## config.mk

```make
export PLATFORM = sky130hd
export DESIGN_NAME = bit_seq_gen
export DESIGN_NICKNAME = d
export VERILOG_FILES = /design/src/rtl/bit_seq_pkg.sv /design/src/rtl/bit_seq_piso.sv /design/src/rtl/bit_seq_gen.sv
export SDC_FILE = /design/constraint.sdc
export NUM_CORES = 1
export LEC_CHECK = 0
export CAP_MARGIN = 0
export CORE_UTILIZATION = 40
export DETAILED_ROUTE_END_ITERATION = 8
export SLEW_MARGIN = 5
export SYNTH_ARGS = -nofsm -noshare
export SYNTH_HDL_FRONTEND = slang
export SYNTH_SLANG_ARGS = --single-unit
```

## constraint.sdc

```tcl
create_clock -name clk -period 3.6 [get_ports clk]
set_clock_uncertainty 0.1 [all_clocks]
set_input_delay 0.72 -clock clk [delete_from_list [all_inputs] [get_ports clk]]
set_output_delay 0.72 -clock clk [all_outputs]
set_load 0.02 [all_outputs]
```

## src/rtl/bit_seq_pkg.sv

```systemverilog
// Shared encodings for the serial bit-sequence generator and detector.
// State numbering is fixed so benches on both sides can decode it.
package bit_seq_pkg;

   localparam int STATE_W = 2;
   localparam int PAIR_W  = 8;
   localparam logic [PAIR_W-1:0] PAIR_MAX = 8'd255;

   typedef enum logic [STATE_W-1:0] {
      ST_IDLE  = 2'd0,
      ST_SHIFT = 2'd1,
      ST_GAP   = 2'd2,
      ST_DONE  = 2'd3
   } state_t;

   function automatic logic [PAIR_W-1:0] sat_inc(
      input logic [PAIR_W-1:0] v
   );
      return (v == PAIR_MAX) ? v : v + 1'b1;
   endfunction

endpackage

```

## src/rtl/bit_seq_piso.sv

```systemverilog
// Parallel-in/serial-out frame register with bit down-counter.
// Keeps a copy of the loaded word so repeated frames can be reloaded.
module bit_seq_piso #(
   parameter int WIDTH = 8
) (
   input  logic                         clk,
   input  logic                         reset,
   input  logic                         load,
   input  logic                         reload,
   input  logic                         shift,
   input  logic [WIDTH-1:0]             data,
   input  logic [$clog2(WIDTH+1)-1:0]   len,
   output logic                         msb,
   output logic                         last
);

   localparam int LW = $clog2(WIDTH + 1);

   logic [WIDTH-1:0] word;
   logic [LW-1:0]    wlen;
   logic [WIDTH-1:0] sr;
   logic [LW-1:0]    cnt;

   // Left-justify the frame so the next bit is always sr[WIDTH-1].
   function automatic logic [WIDTH-1:0] align(
      input logic [WIDTH-1:0] d,
      input logic [LW-1:0]    l
   );
      return d << (LW'(WIDTH) - l);
   endfunction

   always_ff @(posedge clk) begin
      if (reset) begin
         word <= '0;
         wlen <= '0;
         sr   <= '0;
         cnt  <= '0;
      end else if (load) begin
         word <= data;
         wlen <= len;
         sr   <= align(data, len);
         cnt  <= len;
      end else if (reload) begin
         sr   <= align(word, wlen);
         cnt  <= wlen;
      end else if (shift) begin
         sr   <= sr << 1;
         cnt  <= cnt - LW'(1);
      end
   end

   assign msb  = sr[WIDTH-1];
   assign last = (cnt == LW'(1));

endmodule

```

## src/rtl/bit_seq_gen.sv

```systemverilog
// Serial pattern transmitter: MSB-first frames, optional repeats with
// idle gaps, and a saturating count of adjacent "11" pairs per frame.
module bit_seq_gen
   import bit_seq_pkg::*;
#(
   parameter int WIDTH = 8,
   parameter int CNT_W = 4,
   parameter int GAP   = 2
) (
   input  logic                         clk,
   input  logic                         reset,
   input  logic                         start,
   input  logic [WIDTH-1:0]             data,
   input  logic [$clog2(WIDTH+1)-1:0]   len,
   input  logic [CNT_W-1:0]             reps,
   output logic                         out,
   output logic                         out_valid,
   output logic                         busy,
   output logic                         done,
   output logic [PAIR_W-1:0]            pair_cnt
);

   localparam int GW = (GAP > 1) ? $clog2(GAP) : 1;

   state_t           state;
   state_t           next;
   logic [CNT_W-1:0] rep;
   logic [GW-1:0]    gcnt;
   logic             prev;
   logic             load;
   logic             reload;
   logic             shift;
   logic             msb;
   logic             last;

   bit_seq_piso #(
      .WIDTH (WIDTH)
   ) u_piso (
      .clk    (clk),
      .reset  (reset),
      .load   (load),
      .reload (reload),
      .shift  (shift),
      .data   (data),
      .len    (len),
      .msb    (msb),
      .last   (last)
   );

   always_comb begin
      next   = state;
      load   = 1'b0;
      reload = 1'b0;
      shift  = 1'b0;
      unique case (state)
         ST_IDLE: begin
            if (start) begin
               load = 1'b1;
               next = (len != '0) ? ST_SHIFT : ST_DONE;
            end
         end
         ST_SHIFT: begin
            shift = 1'b1;
            if (last) begin
               if (rep != '0) begin
                  if (GAP == 0) begin
                     reload = 1'b1;
                     next   = ST_SHIFT;
                  end else begin
                     next   = ST_GAP;
                  end
               end else begin
                  next = ST_DONE;
               end
            end
         end
         ST_GAP: begin
            if (gcnt == '0) begin
               reload = 1'b1;
               next   = ST_SHIFT;
            end
         end
         ST_DONE: begin
            next = ST_IDLE;
         end
         default: next = ST_IDLE;
      endcase
   end

   // prev never survives a frame's last bit, so frames cannot chain pairs.
   always_ff @(posedge clk) begin
      if (reset) begin
         state    <= ST_IDLE;
         rep      <= '0;
         gcnt     <= '0;
         prev     <= 1'b0;
         pair_cnt <= '0;
      end else begin
         state <= next;
         if (load) begin
            rep      <= reps;
            prev     <= 1'b0;
            pair_cnt <= '0;
         end
         if (shift) begin
            prev <= msb & ~last;
            if (msb && prev)
               pair_cnt <= sat_inc(pair_cnt);
         end
         if (state == ST_SHIFT && last && rep != '0) begin
            rep  <= rep - CNT_W'(1);
            gcnt <= GW'(GAP - 1);
         end
         if (state == ST_GAP && gcnt != '0)
            gcnt <= gcnt - GW'(1);
      end
   end

   assign out       = (state == ST_SHIFT) & msb;
   assign out_valid = (state == ST_SHIFT);
   assign busy      = (state == ST_SHIFT) | (state == ST_GAP);
   assign done      = (state == ST_DONE);

endmodule

```

==> impl_metrics.json, run 1 <==
{
  "crit_fanout": 10,
  "ant_nets": 0,
  "cts_root_buf": "clkbuf_8",
  "final_core_util_pct": 50.1,
  "track_usage_pct": 20.4,
  "irDropWorstVdd_mv": 0.271,
  "clock.fmax_mhz": 355,
  "path_buf_inv": 2,
  "wl_met3_um": 274,
  "wirelength_met1_um": 3080,
  "power_leakage_nw": 1.10,
  "post_cts_buffers": 0,
  "synth_flop_cell": "dfxtp_1",
  "holdBufCountCts": 0,
  "dr.pass1.iters": 4,
  "hold_violations": 0,
  "max_slew_margin_pct": 63.7,
  "hold_slack_ns": 0.369,
  "core_mm2": 0.00610,
  "wirelength_um": 6450,
  "area_growth_pct": 17.6,
  "rsz0062_at_grt": "no",
  "grt.overflow.total": 0,
  "ys_warn_count": 0,
  "ys_ff_latch": 40,
  "cp_slowest_cell": "mux4_2",
  "avgSynthCellArea_um2": 8.54,
  "cts-resized-gates": 0,
  "vias_per_cell": 5.71,
  "synth_edf_count": 0,
  "tritoncts": "built",
  "ios": 31,
  "synth_top_cells_by_count": "43 x nand2_1, 40 x dfxtp_1, 28 x a21oi_1, 21 x nor2_1, 16 x mux2i_1",
  "critPathArrivalTime_ns": 2.90,
  "netlist_instances": 304,
  "rows": 28,
  "regArea_um2": 801,
  "critical_path.max_stage_delay_ns": 0.55,
  "end_kind": "register",
  "period_share_pct": 78.1,
  "status": "complete, no violations",
  "hold_path_class": "reg2reg",
  "place_congestion": 0.809,
  "ctsLongestPathBuffers": 2,
  "power.internal_mw": 1.17,
  "grt_pass1_vias": 2138,
  "critPathTopFamily": "multiplexers",
  "post-route-drc-count": 0,
  "synthArstFlopShare_pct": 0,
  "routedWlPerCell_um": 15.8,
  "cp.required_ns": 3.69,
  "switching_power_uw": 782,
  "start_kind": "input port",
  "p_sw_share_pct": 40.1,
  "worstPathCellList": "clkdlybuf4s50_1 > inv_1 > ha_1 > mux4_2 > mux2_2 > a21oi_1 > o21bai_1",
  "cts_buffers": 5,
  "fill_cells": 611,
  "min_period_ns": 2.81,
  "initial_core_util_pct": 42.6,
  "cts.sinks": 40,
  "powerDensity_mw_per_mm2": 639,
  "hold_depth": 2,
  "syn_area_mm2": 0.00260,
  "syn_nets": 334,
  "clk_pin_slew_ns": 0.09,
  "crit_type": "in2reg",
  "synth_most_common_cell": "nand2_1",
  "grt_start_max_net_pins": 35,
  "r2r_cells": 7,
  "cts.htree.levels": 2,
  "worst_pin_slew_ns": 0.544,
  "synth_area_leaders": "dfxtp_1 31%, nand2_1 6.2%, mux2i_1 6.2%",
  "die-area_mm2": 0.00682,
  "die_x_um": 82.6,
  "p_seq_share_pct": 32.1,
  "yosysUniqueCellTypes": 59,
  "port_buffers": 30,
  "antenna_found_initial": 0,
  "setup_viol_count_final": 0,
  "via_count": 2336,
  "grt_pass1_wl_um": 10400,
  "synth_largest_area_cell": "dfxtp_1",
  "max_cap_violations": 0,
  "die_h_um": 82.6,
  "hpwl_um": 4730,
  "fin_total_pwr_mw": 1.95,
  "maxSlewViolCount": 0,
  "ys_seq_area_share_pct": 30.8,
  "nets": 363,
  "final_layout_size_suffix_gt1_share_pct": 10.8,
  "synth_top_area_share_pct": 30.8,
  "top_layer": "met4",
  "multi_input_area_mm2": 0.00163,
  "diodes": 0,
  "setup_tns_ns": 0,
  "clk-insertion-delay-late_ns": 0.30,
  "crit_cells": 7,
  "p_comb_share_pct": 47.5,
  "wl_met2_um": 2990,
  "power.clock.fraction_pct": 20.4,
  "drtIter0Drc": 94
}
[worst reg2reg max path, delay by kind of cell, from the launching register on]
kind	cells	cell delay, ns
multiplexers	2	0.67
buffers and inverters	1	0.07
flip-flops	1	0.43
AND/OR/NAND/NOR	1	0.07
adder cells (fa/ha/maj)	1	0.57
AO/OA/AOI/OAI	2	0.43
[placed cells by master (no fill, tap or decap), drive strengths merged, types with 2 or more instances in the layout]
cell            n
nand2          44
dfxtp          40
clkdlybuf4s50  30
a21oi          28
nor2           21
mux2i          16
inv            14
nand3          13
ha             11
mux2            9
nor3            8
buf             7
o21ai           7
and3            7
a211oi          6
o211ai          6
clkbuf          6
nor3b           5
a221oi          5
mux4            4
xnor2           4
nor4            4
and2            3
a311oi          3
a32oi           3
xor2            3
o22ai           2
a31oi           2
or3             2
or3b            2
or2             2
[path summary, 6_finish.rpt]
path	startpoint	endpoint	slack (ns)
setup / recovery	len[1]	u_piso.sr[7]$_SDFFE_PP0P_	0.79
hold / removal	u_piso.word[6]$_SDFFE_PP0P_	u_piso.word[6]$_SDFFE_PP0P_	0.37
setup reg to reg	u_piso.wlen[1]$_SDFFE_PP0P_	u_piso.sr[6]$_SDFFE_PP0P_	1.15
hold reg to reg	u_piso.word[6]$_SDFFE_PP0P_	u_piso.word[6]$_SDFFE_PP0P_	0.37
[cell type report]
type                            instances  share of cell area [%]
Tap cell                               75                    3.07
Multi-Input combinational cell        235                    53.5
Sequential cell                        40                    26.2
Inverter                               14                    1.72
Timing Repair Buffer                   37                    11.6
Clock buffer                            6                    2.70
Clock inverter                          2                    1.27
[per-stage QoR]
stage	instance area, µm²	worst slack [ns]	instances
global placement	2930	0.542	401
CTS	3050	0.798	409
global route	3050	0.711	409
floorplan	2600	0.792	304
finish	3050	0.787	409
detailed placement	2930	0.471	401
[layer usage]
metal	global-route usage, %	up-vias
met2	33.0	45
met4	7.41	0
li1	-	1167
met5	0	-
met3	3.85	11
met1	27.0	1113
[registers in the layout, summed over array words and instances (netlist names)]
signal,cells
u_piso.cnt,4
prev,1
state,2
u_piso.sr,8
pair_cnt,8
u_piso.word,8
u_piso.wlen,4
rep,4
gcnt,1
[cells by family (layout without fill, tap and decap cells)]
group                    after synthesis  in the layout  synth area share (%)
buffers and inverters                 29             59                  6.31
AND/OR/NAND/NOR                      119            119                  23.0
flip-flops                            40             40                  30.8
XOR/XNOR                               7              7                  3.37
adder cells (fa/ha/maj)               11             11                  5.30
AO/OA/AOI/OAI                         69             69                  17.6
multiplexers                          29             29                  13.5
[power groups by stage]
stage | registers (mW) | clock network, mW | logic [mW]
2_1_floorplan | 0.617 | 0 | 0.728
3_3_place_gp | 0.635 | 0 | 0.916
3_5_place_dp | 0.637 | 0 | 0.923
4_1_cts | 0.626 | 0.411 | 0.930
5_1_grt | 0.641 | 0.426 | 1.03
6_report | 0.627 | 0.397 | 0.926
(Power assumes the default switching activity.)
==> inputs of run 2 (changes only) <==
clock period = 2.7 ns   (was 3.6 ns; I/O delays follow)
==> impl_metrics.json, run 2 (synthesized netlist as in run 1, its figures left out) <==
{
  "tritoncts": "built",
  "wirelength_um": 6470,
  "grt_pass1_vias": 2196,
  "wirelength_met1_um": 3270,
  "post-route-drc-count": 0,
  "max_slew_margin_pct": 62.3,
  "grt_pass1_wl_um": 10600,
  "r2r_slack_ns": 0.24,
  "critical_path.max_stage_delay_ns": 0.55,
  "layout.cells.most_common": "nand2_1",
  "die-area_mm2": 0.00682,
  "cp.required_ns": 2.78,
  "max_cap_violations": 0,
  "fill_cells": 616,
  "maxSlewViolCount": 0,
  "irDropWorstVdd_mv": 0.425,
  "initial_core_util_pct": 42.6,
  "worst_pin_slew_ns": 0.566,
  "critPathArrivalTime_ns": 2.62,
  "hold_path_class": "reg2reg",
  "die_h_um": 82.6,
  "final_cells": 420,
  "cts_buffers": 5,
  "hold_slack_ns": 0.360,
  "rsz0062_at_grt": "no",
  "via_count": 2372,
  "antenna_found_initial": 0,
  "place_congestion": 0.850,
  "area_growth_pct": 20.3,
  "rows": 28,
  "dpl-instance-area_mm2": 0.00302,
  "die_x_um": 82.6,
  "cp_slowest_cell": "clkdlybuf4s50_1",
  "final_core_util_pct": 51.3,
  "routedWlPerCell_um": 15.4,
  "cts.htree.levels": 2,
  "hold_violations": 0,
  "cts.sinks": 40,
  "dp_cells": 412,
  "postLayoutCellArea_mm2": 0.00313,
  "grt_start_max_net_pins": 21,
  "top_regs": "pair_cnt (8), u_piso.sr (8), u_piso.word (8)",
  "clock.fmax_mhz": 393,
  "diodes": 0,
  "crit_fanout": 8,
  "post_cts_buffers": 0,
  "power_leakage_nw": 1.14,
  "cts-resized-gates": 0,
  "grt.overflow.total": 0,
  "final_layout_size_suffix_gt1_share_pct": 13.6,
  "nets": 374,
  "period_share_pct": 94.3,
  "drtIter0Drc": 105,
  "track_usage_pct": 20.8,
  "end_kind": "register",
  "core_mm2": 0.00610,
  "min_period_ns": 2.55,
  "cts_root_buf": "clkbuf_8",
  "mostFrequentLayoutCells": "43 x nand2_1, 40 x dfxtp_1, 30 x clkdlybuf4s50_1, 28 x a21oi_1, 21 x nor2_1",
  "wl_met2_um": 2880,
  "start_kind": "input port",
  "critPathTopFamily": "buffers and inverters",
  "port_buffers": 30,
  "vias_per_cell": 5.65,
  "setup_viol_count_final": 0,
  "worstPathCellList": "clkdlybuf4s50_1 > inv_1 > ha_2 > mux2i_1 > o22ai_1 > mux2_1 > a221oi_1 > nor3_1",
  "ant_nets": 0,
  "path_buf_inv": 2,
  "holdBufCountCts": 0,
  "powerDensity_mw_per_mm2": 831,
  "ios": 31,
  "status": "complete, no violations",
  "wl_met3_um": 263,
  "fin_total_pwr_mw": 2.60,
  "crit_type": "in2reg",
  "clk_pin_slew_ns": 0.08,
  "clk-insertion-delay-late_ns": 0.29,
  "ctsLongestPathBuffers": 2,
  "top_layer": "met4",
  "dr.pass1.iters": 4,
  "hpwl_um": 4820
}
run 2: cell count changes in the layout (fill, tap and decap cells not counted), sizes merged:
cell	before	now
buf	7	18
run 2: cell type report:
cell class / instances / area (µm²) / share of cell area, %
clock buffer: 6 / 72.6 / 2.32
clock inverter: 2 / 35.0 / 1.12
inverter: 14 / 52.6 / 1.68
multi-input combinational: 235 / 1640 / 52.3
sequential: 40 / 801 / 25.6
tap: 75 / 93.8 / 3.00
timing repair buffer: 48 / 435 / 13.9
run 2: worst register-to-register path, delay by kind of cell, from the launching register on:
family	cells	cell delay [ns]
AND/OR/NAND/NOR	1	0.31
AO/OA/AOI/OAI	1	0.17
adder cells (fa/ha/maj)	1	0.54
buffers and inverters	2	0.11
flip-flops	1	0.42
multiplexers	2	0.74
run 2: report_power, final:
group	switching (mW)	total (mW)	internal, mW
Sequential	0.113	0.840	0.727
Combinational	0.709	1.27	0.561
Clock	0.214	0.488	0.275
run 2: worst paths after layout:
path / to / cells past startpoint / startpoint
max reg2reg: u_piso.sr[7]$_SDFFE_PP0P_ / 7 / u_piso.wlen[1]$_SDFFE_PP0P_
min reg2reg: u_piso.word[6]$_SDFFE_PP0P_ / 2 / u_piso.word[6]$_SDFFE_PP0P_
max: u_piso.sr[6]$_SDFFE_PP0P_ / 8 / len[1]
min: u_piso.word[6]$_SDFFE_PP0P_ / 2 / u_piso.word[6]$_SDFFE_PP0P_
run 2: stage by stage:
stage                     setup TNS (ns)  setup WS, ns
after floorplan                        0        0.0472
after global placement            -0.219        -0.135
after global routing                   0        0.0445
after CTS                              0         0.110
after detailed placement          -0.367        -0.194
final                                  0         0.153
run 2: layer usage:
| metal | vias up | GRT usage (%) |
|---|---|---|
| met5 | - | 0 |
| met4 | 0 | 4.31 |
| met3 | 4 | 3.63 |
| met2 | 54 | 33.7 |
| met1 | 1135 | 28.8 |
| li1 | 1179 | - |
==> inputs of run 3 (changes only) <==
clock period = 2.65 ns   (was 2.7 ns; I/O delays follow)
==> impl_metrics.json, run 3 (synthesized netlist as in run 1, its figures left out) <==
{
  "status": "complete, no violations",
  "cp.required_ns": 2.74,
  "post-route-drc-count": 0,
  "dr.pass1.iters": 4,
  "hpwl_um": 4860,
  "grt_pass1_wl_um": 10700,
  "end_kind": "register",
  "mostFrequentLayoutCells": "43 x nand2_1, 40 x dfxtp_1, 30 x clkdlybuf4s50_1, 28 x a21oi_1, 21 x nor2_1",
  "whs_endpoint": "u_piso.word[6]$_SDFFE_PP0P_",
  "die_h_um": 82.6,
  "irDropWorstVdd_mv": 0.393,
  "setup_viol_count_final": 0,
  "clk-insertion-delay-late_ns": 0.30,
  "maxSlewViolCount": 0,
  "place_congestion": 0.825,
  "powerDensity_mw_per_mm2": 848,
  "worst_pin_slew_ns": 0.563,
  "vias_per_cell": 5.65,
  "cts-resized-gates": 0,
  "hold_violations": 0,
  "rsz0062_at_grt": "no",
  "final_core_util_pct": 51.6,
  "cts.sinks": 40,
  "fin_total_pwr_mw": 2.67,
  "r2r_start": "u_piso.wlen[1]$_SDFFE_PP0P_",
  "initial_core_util_pct": 42.6,
  "period_share_pct": 95.6,
  "routedWlPerCell_um": 15.7,
  "critPathArrivalTime_ns": 2.62,
  "clk_pin_slew_ns": 0.08,
  "clock.fmax_mhz": 395,
  "critical_path.max_stage_delay_ns": 0.54,
  "hold_depth": 2,
  "via_count": 2377,
  "ctsLongestPathBuffers": 2,
  "cts.htree.levels": 2,
  "cts_root_buf": "clkbuf_8",
  "min_from": "u_piso.word[6]$_SDFFE_PP0P_",
  "antenna_found_initial": 0,
  "ios": 31,
  "min_period_ns": 2.53,
  "drtIter0Drc": 102,
  "power_leakage_nw": 1.15,
  "final_layout_size_suffix_gt1_share_pct": 13.9,
  "r2r_slack_ns": 0.22,
  "holdBufCountCts": 0,
  "start_kind": "input port",
  "crit_fanout": 6,
  "grt.overflow.total": 0,
  "dpl_worst_slack_ns": -0.162,
  "crit_type": "in2reg",
  "worstPathCellList": "clkdlybuf4s50_1 > inv_1 > ha_1 > mux2i_1 > o22ai_1 > mux2_1 > a221oi_1 > nor3_1",
  "worstReg2RegEnd": "u_piso.sr[6]$_SDFFE_PP0P_",
  "top_regs": "pair_cnt (8), u_piso.sr (8), u_piso.word (8)",
  "grt_pass1_vias": 2191,
  "setup_ws_ns": 0.116,
  "hold_slack_ns": 0.370,
  "wirelength_um": 6620,
  "cp_slowest_cell": "clkdlybuf4s50_1",
  "rows": 28,
  "post_cts_buffers": 0,
  "tritoncts": "built",
  "track_usage_pct": 20.7,
  "hold_path_class": "reg2reg",
  "fill_cells": 596,
  "layout.cells.most_common": "nand2_1",
  "cts_buffers": 5,
  "max_cap_violations": 0,
  "r2r_cells": 7,
  "nets": 375,
  "grt_start_max_net_pins": 21,
  "ant_nets": 0,
  "core_mm2": 0.00610,
  "die-area_mm2": 0.00682,
  "area_growth_pct": 21.1,
  "die_x_um": 82.6,
  "diodes": 0,
  "max_slew_margin_pct": 62.4,
  "port_buffers": 30
}
==> run 3: per-stage QoR <==
stage               std cells  setup TNS (ns)  instance area [µm²]
finish                    421               0                 3150
global route              421               0                 3150
CTS                       421               0                 3140
detailed placement        413          -0.387                 3040
global placement          413          -0.240                 3040
floorplan                 304               0                 2600
==> run 3: worst max-delay path by stage <==
stage,startpoint,end,slack (ns),depth (start not counted)
detailed placement,len[1],u_piso.sr[7]$_SDFFE_PP0P_,-0.16,7
global placement,len[1],u_piso.sr[7]$_SDFFE_PP0P_,-0.13,7
CTS,state[1]$_SDFFE_PP0P_,out,0.06,4
floorplan,len[0],u_piso.sr[7]$_SDFFE_PP0P_,0.03,8
global route,state[1]$_SDFFE_PP0P_,out,0.02,4
finish,len[1],u_piso.sr[6]$_SDFFE_PP0P_,0.12,8
==> run 3: area by class of cell <==
| class | instances | area, µm² | area share [%] |
|---|---|---|---|
| flip-flops and latches | 40 | 801 | 25.5 |
| clock buffers | 6 | 72.6 | 2.31 |
| inverters | 14 | 52.6 | 1.67 |
| well taps | 75 | 93.8 | 2.98 |
| clock inverters | 2 | 35.0 | 1.11 |
| multi-input cells | 235 | 1640 | 52.0 |
| repair buffers | 49 | 455 | 14.5 |
==> run 3: worst max-delay path: cells and delay by family <==
family	cells	cell delay [ns]
buffers and inverters	2	0.62
and+or+nand+nor	1	0.07
muxes	2	0.58
adders and majority gates	1	0.44
AOI/OAI and AO/OA	2	0.38
==> run 3: routing by layer <==
layer	vias to the layer above	share of wire, %	track usage (%)
li1	1186	-	-
met1	1126	50	28.9
met2	58	44	33.5
met3	7	4.2	2.97
met4	0	0.98	5.17
met5	-	0	0
==> run 3: where the power goes <==
| part | switching, mW | leakage, nW | internal (mW) | total [mW] |
|---|---|---|---|---|
| sequential | 0.112 | 0.327 | 0.740 | 0.852 |
| combinational | 0.736 | 0.772 | 0.571 | 1.31 |
| clock | 0.228 | 0.0552 | 0.280 | 0.508 |
| total | 1.08 | 1.15 | 1.59 | 2.67 |
